$ cat config.mk
export PLATFORM = sky130hd
export DESIGN_NAME = ab_gen
export DESIGN_NICKNAME = d
export VERILOG_FILES = /design/src/rtl/ab_pkg.sv /design/src/rtl/ab_gen_add.sv /design/src/rtl/ab_gen.sv
export SDC_FILE = /design/constraint.sdc
export NUM_CORES = 1
export LEC_CHECK = 0
export ABC_AREA = 1
export CORE_MARGIN = 2
export CORE_UTILIZATION = 30
export DETAILED_ROUTE_END_ITERATION = 6
export SLEW_MARGIN = 10
export SYNTH_ARGS = -nofsm -noshare
export SYNTH_HDL_FRONTEND = slang
export SYNTH_SLANG_ARGS = --single-unit
$ cat constraint.sdc
create_clock -name clk -period 5.1 [get_ports clk]
set_input_delay 1.275 -clock clk [delete_from_list [all_inputs] [get_ports clk]]
set_output_delay 1.275 -clock clk [all_outputs]
set_load 0.01 [all_outputs]
$ cat src/rtl/ab_pkg.sv
// Shared definitions for the address-bus generator: operation codes,
// controller state encoding and vector low-byte lookup.
package ab_pkg;

    typedef enum logic [3:0] {
        AB_HOLD  = 4'd0,
        AB_LDLO  = 4'd1,
        AB_FETCH = 4'd2,
        AB_ABS   = 4'd3,
        AB_ABSX  = 4'd4,
        AB_ZPX   = 4'd5,
        AB_BRA   = 4'd6,
        AB_PUSH  = 4'd7,
        AB_PULL  = 4'd8,
        AB_TXS   = 4'd9,
        AB_VEC0  = 4'd10,
        AB_VEC1  = 4'd11,
        AB_VEC2  = 4'd12
    } ab_op_e;

    typedef enum logic {
        ST_IDLE = 1'b0,
        ST_FIX  = 1'b1
    } ab_state_e;

    localparam logic [7:0] RST_VEC_LO = 8'hFC;

    // Low byte of the vector address selected by a vector op.
    function automatic logic [7:0] vec_lo(input logic [3:0] op);
        case (op)
            AB_VEC0: return 8'hFA;
            AB_VEC1: return 8'hFC;
            default: return 8'hFE;
        endcase
    endfunction

endpackage

$ cat src/rtl/ab_gen_add.sv
// DW-bit adder with carry in/out, shared by the indexed, zero-page and
// branch address computations.
module ab_add #(
    parameter int DW = 8
) (
    input  logic [DW-1:0] base,
    input  logic [DW-1:0] offset,
    input  logic          cin,
    output logic [DW-1:0] sum,
    output logic          cout
);

    // Carry-out is the bit above the DW-bit sum.
    assign {cout, sum} = {1'b0, base} + {1'b0, offset} + {{DW{1'b0}}, cin};

endmodule

$ cat src/rtl/ab_gen.sv
// Address-bus generator: program counter, stack pointer and address bus
// sequencing with an optional page-fix cycle for indexed/branch crossings.
// Optional feature macro: AB_PAGE_FIX_EN (adds the one-cycle page fix-up).
//
// state   | meaning
// --------+-----------------------------------------------------------
// ST_IDLE | normal operation, op decoded every RDY cycle
// ST_FIX  | page-fix cycle: AB upper bits corrected by +1/-1, op ignored
module ab_gen
    import ab_pkg::*;
#(
    parameter int AW      = 16,
    parameter int DW      = 8,
    parameter int SP_PAGE = 'h01
) (
    input  logic          clk,
    input  logic          RST,
    input  logic          RDY,
    input  logic [3:0]    op,
    input  logic [DW-1:0] DI,
    input  logic [DW-1:0] IDX,
    output logic [AW-1:0] AB,
    output logic [AW-1:0] PC,
    output logic [DW-1:0] SP,
    output logic          FIX
);

    localparam int UW = AW - DW;
    localparam logic [UW-1:0] SP_HI = UW'(SP_PAGE);
`ifdef AB_PAGE_FIX_EN
    localparam bit PAGE_FIX = 1'b1;
`else
    localparam bit PAGE_FIX = 1'b0;
`endif

    ab_state_e     state, state_nxt;
    logic [DW-1:0] ahl, ahl_nxt;
    logic [DW-1:0] sp_nxt;
    logic [AW-1:0] ab_nxt, pc_nxt;
    logic          fix_dec, fix_dec_nxt;

    logic [DW-1:0] add_base, add_sum;
    logic          add_co;
    logic [UW-1:0] ab_hi, pc_hi, di_hi, absx_hi, bra_hi;
    logic          idx_neg, absx_cross, bra_cross;

    assign add_base = (op == AB_BRA) ? PC[DW-1:0] : ahl;

    ab_add #(.DW(DW)) u_add (
        .base   (add_base),
        .offset (IDX),
        .cin    (1'b0),
        .sum    (add_sum),
        .cout   (add_co)
    );

    assign ab_hi   = AB[AW-1:DW];
    assign pc_hi   = PC[AW-1:DW];
    assign di_hi   = UW'(DI);
    assign idx_neg = IDX[DW-1];

    // Upper-part of the effective address; a branch back with no carry
    // borrows from the page, a branch forward with carry moves up one.
    assign absx_hi    = di_hi + UW'(add_co);
    assign bra_hi     = pc_hi + UW'(add_co) - UW'(idx_neg);
    assign absx_cross = add_co;
    assign bra_cross  = add_co ^ idx_neg;

`ifdef AB_PAGE_FIX_EN
    assign FIX = (state == ST_FIX);
`else
    assign FIX = 1'b0;
`endif

    // Next-state and next-register values for the current op/state.
    always_comb begin
        state_nxt   = state;
        ab_nxt      = AB;
        pc_nxt      = PC;
        sp_nxt      = SP;
        ahl_nxt     = ahl;
        fix_dec_nxt = fix_dec;
        case (state)
            ST_FIX: begin
                ab_nxt    = {(fix_dec ? ab_hi - UW'(1) : ab_hi + UW'(1)), AB[DW-1:0]};
                state_nxt = ST_IDLE;
            end
            default: begin
                case (op)
                    AB_LDLO: begin
                        ahl_nxt = DI;
                        ab_nxt  = PC;
                        pc_nxt  = PC + AW'(1);
                    end
                    AB_FETCH: begin
                        ab_nxt = PC;
                        pc_nxt = PC + AW'(1);
                    end
                    AB_ABS: begin
                        ab_nxt = {di_hi, ahl};
                        pc_nxt = PC + AW'(1);
                    end
                    AB_ABSX: begin
                        pc_nxt = PC + AW'(1);
                        if (PAGE_FIX && absx_cross) begin
                            ab_nxt      = {di_hi, add_sum};
                            state_nxt   = ST_FIX;
                            fix_dec_nxt = 1'b0;
                        end else begin
                            ab_nxt = {absx_hi, add_sum};
                        end
                    end
                    AB_ZPX: begin
                        ab_nxt = AW'(add_sum);
                    end
                    AB_BRA: begin
                        pc_nxt = {bra_hi, add_sum};
                        if (PAGE_FIX && bra_cross) begin
                            ab_nxt      = {pc_hi, add_sum};
                            state_nxt   = ST_FIX;
                            fix_dec_nxt = idx_neg;
                        end else begin
                            ab_nxt = {bra_hi, add_sum};
                        end
                    end
                    AB_PUSH: begin
                        ab_nxt = {SP_HI, SP};
                        sp_nxt = SP - DW'(1);
                    end
                    AB_PULL: begin
                        sp_nxt = SP + DW'(1);
                        ab_nxt = {SP_HI, SP + DW'(1)};
                    end
                    AB_TXS: begin
                        sp_nxt = IDX;
                    end
                    AB_VEC0, AB_VEC1, AB_VEC2: begin
                        ab_nxt = {{(AW-8){1'b1}}, vec_lo(op)};
                    end
                    default: ;
                endcase
            end
        endcase
    end

    // Register update: reset wins, RDY low freezes everything.
    always_ff @(posedge clk) begin
        if (RST) begin
            state   <= ST_IDLE;
            AB      <= {{(AW-8){1'b1}}, RST_VEC_LO};
            PC      <= '0;
            SP      <= '1;
            ahl     <= '0;
            fix_dec <= 1'b0;
        end else if (RDY) begin
            state   <= state_nxt;
            AB      <= ab_nxt;
            PC      <= pc_nxt;
            SP      <= sp_nxt;
            ahl     <= ahl_nxt;
            fix_dec <= fix_dec_nxt;
        end
    end

endmodule

==> key figures <==
Status
  – Outcome: completed

Timing
  – Final setup vio count: 0
  – Final hold vios: 0
  – Final Cycle Share: between 90% and 100%
  – Final Slew Violations: 0
  – Setup Skew: roughly 14 ps
  – Max_slew headroom: between 40% and 50%
  – Max Freq: about 210 MHz
  – Minimum clock period: 4720 ps
  – Setup tns final: 0 ps
  – Worst slew pin tran: approximately 750 ps
  – RSZ-0062 raised after global routing: no

Worst hold path
  – Hold Path Class: flop to flop

Detailed routing
  – Via count: just under 5000
  – DRT Wirelength: roughly 15 mm
  – TritonRoute pass-1 iters: 5
  – Initial DRC Count: roughly 370
  – DRC Markers: 0
  – Vias per inst: 4.96
  – DR WL/cell: 15.0 microns
  – Routed Antenna Nets: 0

Critical path
  – Worst path arrival time: 4930 ps
  – CP endpoint kind: flop
  – Startpoint types: input pin
  – CP Class: input pin to flop
  – CP max FO: 13
  – Reg2Reg Setup Slack: ~1800 ps
  – Critical path required time: approximately 5300 ps

Synth
  – Ys async rst share: 0%
  – Mapped Nets: 791
  – Post-synthesis sequential area ratio: between 20% and 30%
  – Yosys cell types: 38
  – Register bit total from synthesis: 48
  – Yosys warning total: 0
  – Cells after Synth: 740
  – Most used DFF post-synth: dfxtp_1
  – Synth Cell Area: 4380 sq um
  – Post-synth EDFFs: 0
  – Synthesized area per cell: 5.92 sq um

Global route
  – Maximum number of pins on one net before global-route repair: 27
  – GRT Residual Overflow: 0
  – Total GRT Usage: 19.0%
  – Antenna violations before repair: 0
  – First-pass GRT wire length: about 24 mm
  – Vias in the first global route: 4529

Floorplan
  – # IOs: 64
  – Die Footprint: 15600 sq um
  – Die W: about 120 microns
  – Initial Util: 30.4%
  – Die Height: between 100 and 150 microns
  – Core Footprint: around 14000 sq um
  – Rows: 44

Clocking
  – Resized cells post-CTS: 0
  – Hold buffers post-CTS: 0
  – Number of post-CTS setup repair buffers: 0
  – Reg clk slew, reported paths: roughly 80 ps
  – CTS tree: yes
  – Clk buf depth: 2
  – Total CTS buffers: 5
  – Clock latency on the worst-skew pair: 300 ps
  – CTS Root Buffer Type: clkbuf_16
  – Sink Count: between 40 and 50
  – H-tree lvl count: 2

Power
  – Pwr dens: between 200 and 250 nW/um^2
  – Lkg Pwr: roughly 0.0025 uW
  – Pwr Total: 1220 uW
  – Peak VDD IR: approximately 0.13 mV

Final layout
  – Most common cell after layout, fill and taps aside: nand2_1
  – N_diodes: 0
  – Nets: 860
  – Final std cells w/o fill: about 990
  – Final cell area excluding filler cells: between 5000 and 6000 sq um
  – Area grow syn2layout: 24.8%
  – Layout cells sized above 1: 7.53%
  – Most frequent cells in the layout: nand2_1 (222), inv_1 (82), nor2_1 (75), nand3_1 (70), clkdlybuf4s50_1 (62)

Placed design
  – Area after DPL: approximately 5300 sq um
  – Detail Placement HPWL: 11.4 mm
  – Port Buf Inserts: 62
  – Placed Instances: between 900 and 1000
  – Gpl congestion: just over 0.9

Run
  – Max-Cap Viols: 0
worst max-delay path: stages:
cell,delay (ps)
clkdlybuf4s50_1,440
inv_2,100
nand2_2,70
nor2_4,260
o21ai_0,130
ha_1,220
fa_1,410
nand3_1,120
nand3_1,80
nand2_1,80
nand2_1,50
a21oi_1,190
ha_1,150
inv_1,40
ha_1,210
fa_1,390
or2_2,310
nand3_1,80
nand2_1,50
nor2_1,120
o21ai_2,60
nand2_1,60
nand2_1,50
through the flow:
step,setup slack [ps],hold WS [ps],utilization (%)
3_3_place_gp,144,459,36.6
2_1_floorplan,284,440,-
3_5_place_dp,91.5,458,36.6
4_1_cts,381,478,37.9
5_1_grt,69.8,499,37.9
6_report,378,472,37.9
synth_stat cells (all sizes together), types with 2 or more instances:
library cell	count	area, sq um
a21oi	64	332
a31oi	7	43.8
buf	12	82.6
clkbuf	9	33.8
clkinv	2	8.75
dfxtp	48	961
fa	2	40.0
ha	26	325
inv	85	319
nand2	230	883
nand3	71	368
nand3b	6	45.0
nand4	12	81.3
nor2	86	385
nor3	5	25.0
o211ai	2	15.0
o21ai	55	294
o22ai	3	18.8
xnor2	3	26.3
xor2	7	61.3
state kept, by name, summed over array words and instances, names as in the netlist:
name  count
AB       16
PC       16
SP        8
ahl       8
routing by layer:
metal	global-route usage, %	routed length, microns	up-vias
li1	-	-	2546
met1	27.4	7330	2209
met2	29.7	6460	149
met3	2.23	822	26
met4	5.42	324	0
met5	0	0	-
final timing paths:
path                                           from             endpoint  depth (start not counted)
worst max-delay path                          op[3]  AB[10]$_SDFFE_PP1P_                         23
worst min-delay path            AB[15]$_SDFFE_PP1P_  AB[15]$_SDFFE_PP1P_                          2
worst max register to register   PC[0]$_SDFFE_PP0P_  AB[10]$_SDFFE_PP1P_                         20
worst min register to register  AB[15]$_SDFFE_PP1P_  AB[15]$_SDFFE_PP1P_                          2
cell type report:
class / count / area (sq um)
well taps: 184 / 230
clock inverters: 3 / 68.8
flip-flops and latches: 48 / 961
fillers: 1608 / 8960
inverters: 87 / 328
multi-input cells: 584 / 2980
repair buffers: 83 / 778
clock buffers: 5 / 125
cells by family after synthesis:
group                    after synthesis  synth area share [%]
XOR/XNOR                              10                  2.00
other                                  1                0.0856
adder cells (fa/ha/maj)               28                  8.34
flip-flops                            48                  21.9
AO/OA/AOI/OAI                        133                  16.4
buffers and inverters                108                  10.1
AND/OR/NAND/NOR                      412                  41.1
power by group:
part	switching, uW	internal (uW)	leakage (uW)	total, uW
sequential	28.1	398	0.000393	426
combinational	201	143	0.00197	344
clock	171	283	0.0000944	455
total	401	824	0.00246	1220
Power figures use the tool's default switching activity.
